## src/rtl/ysyx_22040931_mdu_pkg.sv

```systemverilog
// Shared definitions for the RV64M multiply/divide unit: opcode and FSM
// encodings plus the opcode classification helpers used by decode and FIX.
package ysyx_22040931_mdu_pkg;

    typedef enum logic [3:0] {
        OP_MUL    = 4'd0,
        OP_MULH   = 4'd1,
        OP_MULHSU = 4'd2,
        OP_MULHU  = 4'd3,
        OP_DIV    = 4'd4,
        OP_DIVU   = 4'd5,
        OP_REM    = 4'd6,
        OP_REMU   = 4'd7,
        OP_MULW   = 4'd8,
        OP_DIVW   = 4'd9,
        OP_DIVUW  = 4'd10,
        OP_REMW   = 4'd11,
        OP_REMUW  = 4'd12
    } mdu_op_e;

    typedef enum logic [1:0] {
        IDLE = 2'd0,
        CALC = 2'd1,
        FIX  = 2'd2,
        DONE = 2'd3
    } mdu_state_e;

    localparam int WORD_W = 32;

    // Opcodes 13..15 are unused; they still run but return zero.
    function automatic logic is_legal(input logic [3:0] op);
        return (op <= 4'd12);
    endfunction

    function automatic logic is_div(input logic [3:0] op);
        case (op)
            OP_DIV, OP_DIVU, OP_REM, OP_REMU,
            OP_DIVW, OP_DIVUW, OP_REMW, OP_REMUW: return 1'b1;
            default:                              return 1'b0;
        endcase
    endfunction

    function automatic logic is_rem(input logic [3:0] op);
        case (op)
            OP_REM, OP_REMU, OP_REMW, OP_REMUW: return 1'b1;
            default:                            return 1'b0;
        endcase
    endfunction

    // Multiplies that return the upper half of the product.
    function automatic logic is_mulh(input logic [3:0] op);
        case (op)
            OP_MULH, OP_MULHSU, OP_MULHU: return 1'b1;
            default:                      return 1'b0;
        endcase
    endfunction

    // src1 is treated as a signed operand.
    function automatic logic is_signed(input logic [3:0] op);
        case (op)
            OP_MUL, OP_MULH, OP_MULHSU, OP_DIV, OP_REM,
            OP_MULW, OP_DIVW, OP_REMW: return 1'b1;
            default:                   return 1'b0;
        endcase
    endfunction

    // src2 is signed for the same ops as src1, except MULHSU.
    function automatic logic is_signed2(input logic [3:0] op);
        return is_signed(op) && (op != OP_MULHSU);
    endfunction

    function automatic logic is_word(input logic [3:0] op);
        return (op >= 4'd8) && (op <= 4'd12);
    endfunction

endpackage

```

## src/rtl/ysyx_22040931_mdu_decode.sv

```systemverilog
// Combinational op classification and operand preparation: narrows W ops to
// their low word (sign- or zero-extended), extracts signs and magnitudes.
module ysyx_22040931_mdu_decode
    import ysyx_22040931_mdu_pkg::*;
#(
    parameter int XLEN = 64
)(
    input  logic [3:0]      op,
    input  logic [XLEN-1:0] src1,
    input  logic [XLEN-1:0] src2,
    output logic            legal,
    output logic            div,
    output logic            word,
    output logic            s1_neg,
    output logic            s2_neg,
    output logic [XLEN-1:0] a_abs,
    output logic [XLEN-1:0] b_abs
);

    logic signed [WORD_W-1:0] lo1, lo2;
    logic        [XLEN-1:0]   ext1, ext2;

    // Classify the op, extend the operands to the op width, split sign/magnitude
    always_comb begin
        legal = is_legal(op);
        div   = is_div(op);
        word  = is_word(op);
        lo1   = src1[WORD_W-1:0];
        lo2   = src2[WORD_W-1:0];
        ext1  = src1;
        ext2  = src2;
        if (word) begin
            if (is_signed(op)) ext1 = XLEN'(lo1);
            else               ext1 = XLEN'(src1[WORD_W-1:0]);
            if (is_signed2(op)) ext2 = XLEN'(lo2);
            else                ext2 = XLEN'(src2[WORD_W-1:0]);
        end
        s1_neg = is_signed(op)  & ext1[XLEN-1];
        s2_neg = is_signed2(op) & ext2[XLEN-1];
        a_abs  = s1_neg ? -ext1 : ext1;
        b_abs  = s2_neg ? -ext2 : ext2;
    end

endmodule

```

## src/rtl/ysyx_22040931_mdu.sv

```systemverilog
// Iterative radix-2 RV64M multiply/divide unit with valid/ready handshakes.
// Magnitudes are multiplied (shift-add) or divided (restoring) over N cycles,
// then signs are fixed up and the result half selected in one FIX cycle.
// Optional macro YSYX_22040931_MDU_SPECIAL_BYPASS_EN: divide-by-zero, signed
// overflow and multiply-by-zero skip CALC and go straight to FIX.
module ysyx_22040931_mdu
    import ysyx_22040931_mdu_pkg::*;
#(
    parameter  int XLEN  = 64,
    localparam int CNT_W = $clog2(XLEN) + 1
)(
    input  logic            clk,
    input  logic            rst_n,
    input  logic            flush,
    input  logic            in_valid,
    output logic            in_ready,
    input  logic [3:0]      in_op,
    input  logic [XLEN-1:0] in_src1,
    input  logic [XLEN-1:0] in_src2,
    output logic            out_valid,
    input  logic            out_ready,
    output logic [XLEN-1:0] out_data
);

    mdu_state_e        state, state_nxt;
    logic [3:0]        op_q;
    logic [2*XLEN-1:0] acc;
    logic [XLEN-1:0]   opb;
    logic [CNT_W-1:0]  cnt;
    logic              neg_q, neg_r;

    logic              d_legal, d_div, d_word, d_s1_neg, d_s2_neg;
    logic [XLEN-1:0]   d_a_abs, d_b_abs;
    logic              accept, bypass;
    logic [2*XLEN-1:0] bypass_acc, acc_step;
    logic [XLEN-1:0]   result;

    ysyx_22040931_mdu_decode #(.XLEN(XLEN)) u_decode (
        .op     (in_op),
        .src1   (in_src1),
        .src2   (in_src2),
        .legal  (d_legal),
        .div    (d_div),
        .word   (d_word),
        .s1_neg (d_s1_neg),
        .s2_neg (d_s2_neg),
        .a_abs  (d_a_abs),
        .b_abs  (d_b_abs)
    );

    assign accept = in_valid & in_ready & ~flush;

`ifdef YSYX_22040931_MDU_SPECIAL_BYPASS_EN
    logic            div_zero, div_ovf, mul_zero;
    logic [XLEN-1:0] min_mag;

    // Spot special cases at issue and preload the final magnitudes for FIX
    always_comb begin
        min_mag    = d_word ? (XLEN'(1) << (WORD_W - 1)) : (XLEN'(1) << (XLEN - 1));
        div_zero   = d_div & (d_b_abs == '0);
        div_ovf    = d_div & d_s1_neg & d_s2_neg & (d_a_abs == min_mag) & (d_b_abs == XLEN'(1));
        mul_zero   = d_legal & ~d_div & ((d_a_abs == '0) | (d_b_abs == '0));
        bypass     = div_zero | div_ovf | mul_zero;
        bypass_acc = '0;
        if (div_zero)     bypass_acc = {d_a_abs, {XLEN{1'b1}}};
        else if (div_ovf) bypass_acc = {{XLEN{1'b0}}, d_a_abs};
    end
`else
    assign bypass     = 1'b0;
    assign bypass_acc = '0;
`endif

    logic [XLEN:0]   mul_sum, div_shift;
    logic [XLEN-1:0] div_diff;
    logic            div_borrow;

    // One radix-2 step: shift-add multiply or restoring divide on acc
    always_comb begin
        mul_sum    = {1'b0, acc[2*XLEN-1:XLEN]} + (acc[0] ? {1'b0, opb} : '0);
        div_shift  = {acc[2*XLEN-1:XLEN], acc[XLEN-1]};
        // A carried-out top bit means the partial remainder already exceeds any divisor.
        div_borrow = ~div_shift[XLEN] & (div_shift[XLEN-1:0] < opb);
        div_diff   = div_shift[XLEN-1:0] - opb;
        if (is_div(op_q))
            acc_step = {(div_borrow ? div_shift[XLEN-1:0] : div_diff), acc[XLEN-2:0], ~div_borrow};
        else
            acc_step = {mul_sum, acc[XLEN-1:1]};
    end

    logic        [2*XLEN-1:0] prod_mag, prod;
    logic        [XLEN-1:0]   quo, rem, res_raw;
    logic signed [WORD_W-1:0] res_w;

    // Sign fix-up, half/quotient/remainder select and W-op sign extension
    always_comb begin
        // A 32-step word multiply leaves its product 32 bits higher in acc.
        prod_mag = is_word(op_q) ? (acc >> (XLEN - WORD_W)) : acc;
        prod     = neg_q ? -prod_mag : prod_mag;
        quo      = neg_q ? -acc[XLEN-1:0] : acc[XLEN-1:0];
        rem      = neg_r ? -acc[2*XLEN-1:XLEN] : acc[2*XLEN-1:XLEN];
        res_raw  = '0;
        if (is_legal(op_q)) begin
            if (is_div(op_q)) res_raw = is_rem(op_q)  ? rem : quo;
            else              res_raw = is_mulh(op_q) ? prod[2*XLEN-1:XLEN] : prod[XLEN-1:0];
        end
        res_w  = res_raw[WORD_W-1:0];
        result = is_word(op_q) ? XLEN'(res_w) : res_raw;
    end

    // FSM state register
    always_ff @(posedge clk or negedge rst_n) begin
        if (!rst_n) state <= IDLE;
        else        state <= state_nxt;
    end

    // Next-state and handshake outputs; flush wins over everything
    always_comb begin
        state_nxt = state;
        in_ready  = 1'b0;
        out_valid = 1'b0;
        case (state)
            IDLE: begin
                in_ready = 1'b1;
                if (in_valid) state_nxt = bypass ? FIX : CALC;
            end
            CALC: if (cnt == CNT_W'(1)) state_nxt = FIX;
            FIX:  state_nxt = DONE;
            DONE: begin
                out_valid = 1'b1;
                if (out_ready) state_nxt = IDLE;
            end
            default: state_nxt = IDLE;
        endcase
        if (flush) state_nxt = IDLE;
    end

    // Operand latch at issue, iteration in CALC, result capture in FIX
    always_ff @(posedge clk or negedge rst_n) begin
        if (!rst_n) begin
            op_q     <= '0;
            acc      <= '0;
            opb      <= '0;
            cnt      <= '0;
            neg_q    <= 1'b0;
            neg_r    <= 1'b0;
            out_data <= '0;
        end else begin
            case (state)
                IDLE: if (accept) begin
                    op_q  <= in_op;
                    cnt   <= d_word ? CNT_W'(WORD_W) : CNT_W'(XLEN);
                    // A zero divisor must yield all ones, so its quotient is never negated.
                    neg_q <= (d_s1_neg ^ d_s2_neg) & ~(d_div & (d_b_abs == '0));
                    neg_r <= d_s1_neg;
                    if (d_div) begin
                        opb <= d_b_abs;
                        acc <= {{XLEN{1'b0}}, (d_word ? (d_a_abs << (XLEN - WORD_W)) : d_a_abs)};
                    end else begin
                        opb <= d_a_abs;
                        acc <= {{XLEN{1'b0}}, d_b_abs};
                    end
                    if (bypass) acc <= bypass_acc;
                end
                CALC: begin
                    acc <= acc_step;
                    cnt <= cnt - CNT_W'(1);
                end
                FIX:     out_data <= result;
                default: ;
            endcase
        end
    end

endmodule

```

## config.mk

```make
export PLATFORM = sky130hd
export DESIGN_NAME = ysyx_22040931_mdu
export DESIGN_NICKNAME = d
export VERILOG_FILES = /design/src/rtl/ysyx_22040931_mdu_pkg.sv /design/src/rtl/ysyx_22040931_mdu_decode.sv /design/src/rtl/ysyx_22040931_mdu.sv
export SDC_FILE = /design/constraint.sdc
export NUM_CORES = 2
export LEC_CHECK = 0
export BUFFER_PORTS_ARGS = -buffer_cell sky130_fd_sc_hd__buf_2
export CORE_MARGIN = 2
export CORE_UTILIZATION = 43
export DETAILED_ROUTE_END_ITERATION = 8
export SKIP_CTS_REPAIR_TIMING = 1
export SLEW_MARGIN = 20
export SYNTH_ARGS = -nofsm -noshare
export SYNTH_HDL_FRONTEND = slang
export SYNTH_SLANG_ARGS = --single-unit
export TNS_END_PERCENT = 10
```

## constraint.sdc

```tcl
create_clock -name clk -period 6.6 [get_ports clk]
set_input_delay 0.33 -clock clk [delete_from_list [all_inputs] [get_ports clk]]
set_output_delay 0.33 -clock clk [all_outputs]
set_load 0.01 [all_outputs]
```

# Word level (Yosys, flattened, before mapping)
# Memory sizes are Yosys's and may differ from the RTL's.
# Cells that the tools add are included.
# totals
reg_bits	271
latch_bits	0
ramBits	0
romBits	112
output_inout_bits	66
wordCells	110
memories	7
# classes
n_addsub	8
n_mul	0
div	0
order_cmp	5
n_eq_ne	16
n_shift	0
mux	42
n_bitwise	12
reduce_logical	12
# memory_table
name	depth	width	rd	rd_clocked_by_memory_dff	wr	line	text
(no name shown)	16	1	1	0	0	ysyx_22040931_mdu_pkg.sv:36	case (op)
(no name shown)	16	1	1	0	0	ysyx_22040931_mdu_pkg.sv:36	
(no name shown)	16	1	1	0	0	ysyx_22040931_mdu_pkg.sv:36	
(no name shown)	16	1	1	0	0	ysyx_22040931_mdu_pkg.sv:60	case (op)
(no name shown)	16	1	1	0	0	ysyx_22040931_mdu_pkg.sv:60	
(no name shown)	16	1	1	0	0	ysyx_22040931_mdu_pkg.sv:60	
1 more memories	--	--	--	--	--	--	
# op_table
operator	n
$mux 64	18
$mux 128	4
$neg 64->64	4
$pmux 128 s2	1
$neg 128->128	1
$add 64x64->65	1
$logic_not 64->1	1
$lt 64x64->1	1
$sub 64x64->64	1
$mux 7	2
$pmux 7 s2	1
$mux 1	11
$ne 3x3->1 const B	3
$eq 4x2->1 const B	2
$eq 4x3->1 const B	2
$eq 4x4->1 const B	2
$ge 4x4->1 const B	2
$le 4x4->1 const B	2
$mux 2	4
$pmux 2 s4	1
$and 1x1->1	7
$eq 7x1->1 const B	1
$sub 7x1->7 const B	1
$eq 2x2->1 const B	2
other kinds (13)	20

# Longest topological paths before layout
# logic_depth
ltp_word	12
depth_mapped	21

# Hierarchy
# A second synthesis with hierarchy kept.
# hier_totals
hier_cells	5166
hier_area_um2	36269.8
# by_module_without_submodules
mod	n_inst	cells_each	area_each_um2
ysyx_22040931_mdu	1	4539	32353.5
ysyx_22040931_mdu_decode	1	627	3916.3

# Worst setup path before layout
# OpenSTA, ideal clock, no wires.
# synth_timing
kind	flip-flop to flip-flop
from	register op_q[0]
to	register out_data[48]
setup_time_ns	0.131
arrival_ns	4.741
required_time_ns	6.469
setup_slack_ns	1.728
path_stages_with_launch	21
path_buffers	8
synth_period_minus_slack_ns	4.872
path_cell_list	dfrtp_1 o21a_2 nor2_2 buf_4 buf_4 buf_4 buf_2 clkbuf_1 buf_2 buf_2 mux2i_1 ha_1 nand2_1 or3_4 or2_1 buf_6 or3_4 or3_4 a21o_1 a21oi_2 o22ai_2
# synth_via
elab_chain_cells	9
# synth_lines
item	line	text
start, declared	ysyx_22040931_mdu.sv:26	logic [3:0] op_q;
start signal, assigned	ysyx_22040931_mdu.sv:150	op_q <= in_op;
$ge 4x4->1 (tied with other cells)	ysyx_22040931_mdu_pkg.sv:73	return (op >= 4'd8) && (op <= 4'd12);
$logic_and 1x1->1 (tied with other cells)	ysyx_22040931_mdu_pkg.sv:73	
$mux 128 (tied with other cells)	ysyx_22040931_mdu.sv:97	prod_mag = is_word(op_q) ? (acc >> (XLEN - WORD_W)) : acc;
$neg 128->128 / $mux 1 (equally long branches)	ysyx_22040931_mdu.sv:98, ysyx_22040931_mdu.sv:103	
$mux 128 / $mux 1 (equally long branches)	ysyx_22040931_mdu.sv:98, ysyx_22040931_mdu.sv:102	
$mux 64 (on tied branches)	ysyx_22040931_mdu.sv:104, ysyx_22040931_mdu.sv:103	
$mux 64	ysyx_22040931_mdu.sv:103	if (is_div(op_q)) res_raw = is_rem(op_q) ? rem : quo;
$mux 64	ysyx_22040931_mdu.sv:102	if (is_legal(op_q)) begin
$mux 64 *	ysyx_22040931_mdu.sv:107	result = is_word(op_q) ? XLEN'(res_w) : res_raw;
end signal, assigned	ysyx_22040931_mdu.sv:168	FIX: out_data <= result;
end, declared	ysyx_22040931_mdu.sv:22	output logic [XLEN-1:0] out_data
# Every way passes the cells marked *; elsewhere a longest branch is shown, timed or not. The select of a mux whose other input is x is not followed.
# A chain may end at the register's enable or synchronous reset.

# Worst setup path in the final report
# layout_timing
from	register acc[0]
to	register acc[120]
# layout_via
elab_chain_cells	4
# layout_lines
item	line	text
start, declared	ysyx_22040931_mdu.sv:27	logic [2*XLEN-1:0] acc;
start signal, assigned	ysyx_22040931_mdu.sv:157	acc <= {{XLEN{1'b0}}, (d_word ? (d_a_abs << (XLEN - WORD_W)) : d_a_abs)};
start signal, assigned	ysyx_22040931_mdu.sv:160	acc <= {{XLEN{1'b0}}, d_b_abs};
start signal, assigned	ysyx_22040931_mdu.sv:162	if (bypass) acc <= bypass_acc;
$mux 64	ysyx_22040931_mdu.sv:79	mul_sum = {1'b0, acc[2*XLEN-1:XLEN]} + (acc[0] ? {1'b0, opb} : '0);
$add 64x64->65	ysyx_22040931_mdu.sv:79	
$mux 128	ysyx_22040931_mdu.sv:84	if (is_div(op_q))
$pmux 128 s2	ysyx_22040931_mdu.sv:148	case (state)
# Every way passes these cells.

==> impl_summary.log <==
INFO  metric power_density = 680 nW/um2
INFO  metric cts_htree_levels = 2
INFO  metric die_y = between 200 and 300 um
INFO  metric report.final.hold_viol_count = 0
INFO  metric p_leak = 16.4 nW
INFO  metric post_route_cells_drive_above_1_share = 0.101
INFO  metric design_area = 39400 um2
INFO  metric cts-root-buf = sky130_fd_sc_hd__clkbuf_16
INFO  metric synth.net_count = approximately 5600
INFO  metric final_util = 0.472
INFO  metric detailedPlacementHpwl = approximately 170000 um
INFO  metric synth_area_leader_cell = sky130_fd_sc_hd__dfrtp_1
INFO  metric rsz0062_at_grt = no
INFO  metric net-switching-power = roughly 17 mW
INFO  metric detailed_route_wire_length_per_cell = around 34 um
INFO  metric hold_path_class = primary input to flop
INFO  metric critPathRequiredTime = around 7000 ps
INFO  metric cts-root-to-sink-buffers = 3
INFO  metric place.port_buffers = 202
INFO  metric gpl.final_weighted_congestion = approximately 1.1
INFO  metric critPathCaptureType = flop
INFO  metric gate_count_post_synth = around 5300
INFO  metric cell_internal_pwr = ~9.6 mW
INFO  metric clk_transition_reported_paths = 60 ps
INFO  metric dominant_cells_by_area_after_synthesis = sky130_fd_sc_hd__dfrtp_1, sky130_fd_sc_hd__nand2_1, sky130_fd_sc_hd__a21oi_1, sky130_fd_sc_hd__o21ai_0, sky130_fd_sc_hd__nor2_1
INFO  metric status = completed
INFO  metric synth.top_cell.area_share = 0.188
INFO  metric grt_max_degree = 149
INFO  metric path_max_fanout = 35
INFO  metric core-area = about 83000 um2
INFO  metric routed_via_density = 7.03
INFO  metric clockPowerShare = 0.082
INFO  metric netlist_area = 36100 um2
INFO  metric max_slew.worst_pin.slew = 1320 ps
INFO  metric die_w = slightly below 300 um
INFO  metric clkLatencyLatePin = 620 ps
INFO  metric placementRows = between 100 and 150
INFO  metric antenna_violations_before_repair = 16
INFO  metric skew = just over 40 ps
INFO  metric switching_share = 0.642
INFO  metric setup-tns-final = 0 ps
INFO  metric synth-seq-cells = about 270
INFO  metric max_cap_viol_count = 0
INFO  metric grt_pass1_vias = 40600
INFO  metric combinational_group_share_of_total_power = 0.775
INFO  metric route.detailed.drc = 0
INFO  metric start_util = 0.433
INFO  metric fmax = approximately 0.18 GHz
INFO  metric postRouteAntennaNets = 0
INFO  metric num_vias = 44600
INFO  metric yosysSeqAreaShare = 0.188
INFO  metric placedInstanceArea = roughly 38000 um2
INFO  metric drtIter0Drc = around 7000
INFO  metric total_number_of_yosys_warnings = 0
INFO  metric grt_pass1_wl = between 300000 and 400000 um
INFO  metric track_usage = 0.492
INFO  metric final.min_clock_period = 5510 ps
INFO  metric maxSlewViolCount = 0
INFO  metric timing.final.setup_violations = 0
INFO  metric ports = about 200
INFO  metric yosysUniqueCellTypes = 111
INFO  metric max_slew_headroom = 0.114
INFO  metric num-nets-final = 5501
INFO  metric totalPowerFinal = 26.8 mW
INFO  metric worstSetupStartpointType = flop
INFO  metric seq_power_share = 0.143
INFO  metric drt_pre_antenna_iters = 8
INFO  metric asyncSetResetFlopFracSynth = 1.00
INFO  metric die_area = 86400 um2
INFO  metric syn2layout_area_growth = 9.01%
INFO  metric postSynthAreaPerCell = a little under 7 um2
INFO  metric post_synth_edffs = 0
INFO  metric critical_path_class = flop to flop
INFO  metric vdd.ir_drop.worst = about 570 uV
INFO  metric cts-buffers-inserted = 38
INFO  metric period_share = 0.835
INFO  metric gr-total-overflow = 0
INFO  metric cts.sink_count = 271
INFO  metric drt_wl_total = approximately 220000 um
INFO  metric synthFlopType = sky130_fd_sc_hd__dfrtp_1
INFO  metric tritoncts = done
INFO  metric cp_data_arrival_time = roughly 6000 ps
-- power by group through the flow --
stage	Sequential (mW)	Clock, mW	Combinational, mW
2_1_floorplan	2.86	0	12.4
3_3_place_gp	3.74	0	19.4
3_5_place_dp	3.75	0	19.2
4_1_cts	3.71	2.19	19.3
5_1_grt	3.85	2.24	21.6
6_report	3.84	2.18	20.8
-- per-layer routing --
metal	up-vias	track usage	wire length (um)
met4	12	0.386	21300
met3	934	0.168	28600
li1	19100	-	-
met5	-	0	81
met1	21100	0.618	81700
met2	3438	0.684	86800
-- path summary, 6_finish.rpt --
kind,startpoint,endpoint,slack [ps],cells after the start
max in group asynchronous,rst_n,state[0]$_DFFE_PN0P_,5210,3
min reg2reg,out_data[2]$_DFFE_PN0N_,out_data[2]$_DFFE_PN0N_,480,1
min in group asynchronous,rst_n,acc[117]$_DFFE_PN0P_,210,2
min,in_src1[62],opb[62]$_DFFE_PN0P_,190,5
max reg2reg,acc[0]$_DFFE_PN0P_,acc[120]$_DFFE_PN0P_,1090,14
max,acc[0]$_DFFE_PN0P_,acc[120]$_DFFE_PN0P_,1090,14
-- layout make-up --
class,instances,area [um2]
Multi-Input combinational cell,4427,27300
Clock buffer,52,1040
Inverter,132,495
Tap cell,1080,1350
Clock inverter,18,214
Timing Repair Buffer,352,2220
Fill cell,8800,44000
Sequential cell,271,6790
Antenna cell,11,27.5
-- placed cells by master, fill, tap and decap left out, types with 80 or more instances in the layout --
cell                      count
sky130_fd_sc_hd__ha_1       138
sky130_fd_sc_hd__mux2i_1     88
sky130_fd_sc_hd__xor2_1     196
sky130_fd_sc_hd__xnor2_1    200
sky130_fd_sc_hd__nand3_1    130
sky130_fd_sc_hd__o21ai_0    474
sky130_fd_sc_hd__buf_2      201
sky130_fd_sc_hd__inv_1      128
sky130_fd_sc_hd__a21o_1      81
sky130_fd_sc_hd__a21oi_1    495
sky130_fd_sc_hd__nor3_1     127
sky130_fd_sc_hd__o31ai_1     80
sky130_fd_sc_hd__dfrtp_1    268
sky130_fd_sc_hd__nor2_1     529
sky130_fd_sc_hd__buf_4      141
sky130_fd_sc_hd__nand2_1    708
-- flip-flops by register name (all words and copies together), names as in the netlist --
signal and flops:
out_data 64, state 2, op_q 4, cnt 7, opb 64, neg_r 1
neg_q 1, acc 128
-- synthesized netlist by cell type (33+ instances only) --
library cell / n
sky130_fd_sc_hd__nor4_1: 73
sky130_fd_sc_hd__ha_1: 140
sky130_fd_sc_hd__nand2_1: 710
sky130_fd_sc_hd__nor2_1: 534
sky130_fd_sc_hd__nor3_1: 128
sky130_fd_sc_hd__o21ai_0: 479
sky130_fd_sc_hd__mux2i_1: 88
sky130_fd_sc_hd__a21oi_1: 497
sky130_fd_sc_hd__a221oi_1: 50
sky130_fd_sc_hd__a31oi_1: 69
sky130_fd_sc_hd__buf_2: 36
sky130_fd_sc_hd__o211ai_1: 72
sky130_fd_sc_hd__nand4_1: 78
sky130_fd_sc_hd__dfrtp_1: 271
sky130_fd_sc_hd__o221ai_1: 33
sky130_fd_sc_hd__clkbuf_1: 371
sky130_fd_sc_hd__o31ai_1: 80
sky130_fd_sc_hd__buf_1: 38
sky130_fd_sc_hd__a21o_1: 81
sky130_fd_sc_hd__nand3_1: 130
sky130_fd_sc_hd__xor2_1: 201
sky130_fd_sc_hd__or3_1: 51
sky130_fd_sc_hd__inv_1: 129
sky130_fd_sc_hd__xnor2_1: 204
sky130_fd_sc_hd__a211oi_1: 55
sky130_fd_sc_hd__o21ai_1: 40
-- stage by stage --
step                      setup WS [ps]  cells  hold slack, ps
after floorplan                    1730   5286            34.4
after global routing                995   6332             210
after CTS                          1460   6327            -382
final                              1090   6343             193
after global placement             1420   6257             256
after detailed placement           1470   6257             252
-- cell families after synthesis --
family | Yosys count | synth area share
simple gates | 1981 | 0.258
buf+inv | 588 | 0.0639
flops | 271 | 0.188
xor+xnor | 405 | 0.0981
fa+ha+maj | 142 | 0.0496
mux | 98 | 0.0277
compound gates | 1801 | 0.315
-- worst max-delay path, stage by stage, from the launching register on --
cell                        delay (ps)
sky130_fd_sc_hd__dfrtp_1           450
sky130_fd_sc_hd__inv_2             600
sky130_fd_sc_hd__nor2_1            120
sky130_fd_sc_hd__ha_1              450
sky130_fd_sc_hd__nand4_1           190
sky130_fd_sc_hd__nor4_1            570
sky130_fd_sc_hd__nand4_1           180
sky130_fd_sc_hd__a31oi_1           410
sky130_fd_sc_hd__o2111ai_1         330
sky130_fd_sc_hd__a31oi_1           610
sky130_fd_sc_hd__a211oi_1          180
sky130_fd_sc_hd__o31ai_1           760
sky130_fd_sc_hd__a21oi_1           170
sky130_fd_sc_hd__xor2_1            180
sky130_fd_sc_hd__o221ai_1          130
Power figures use the tool's default switching activity.
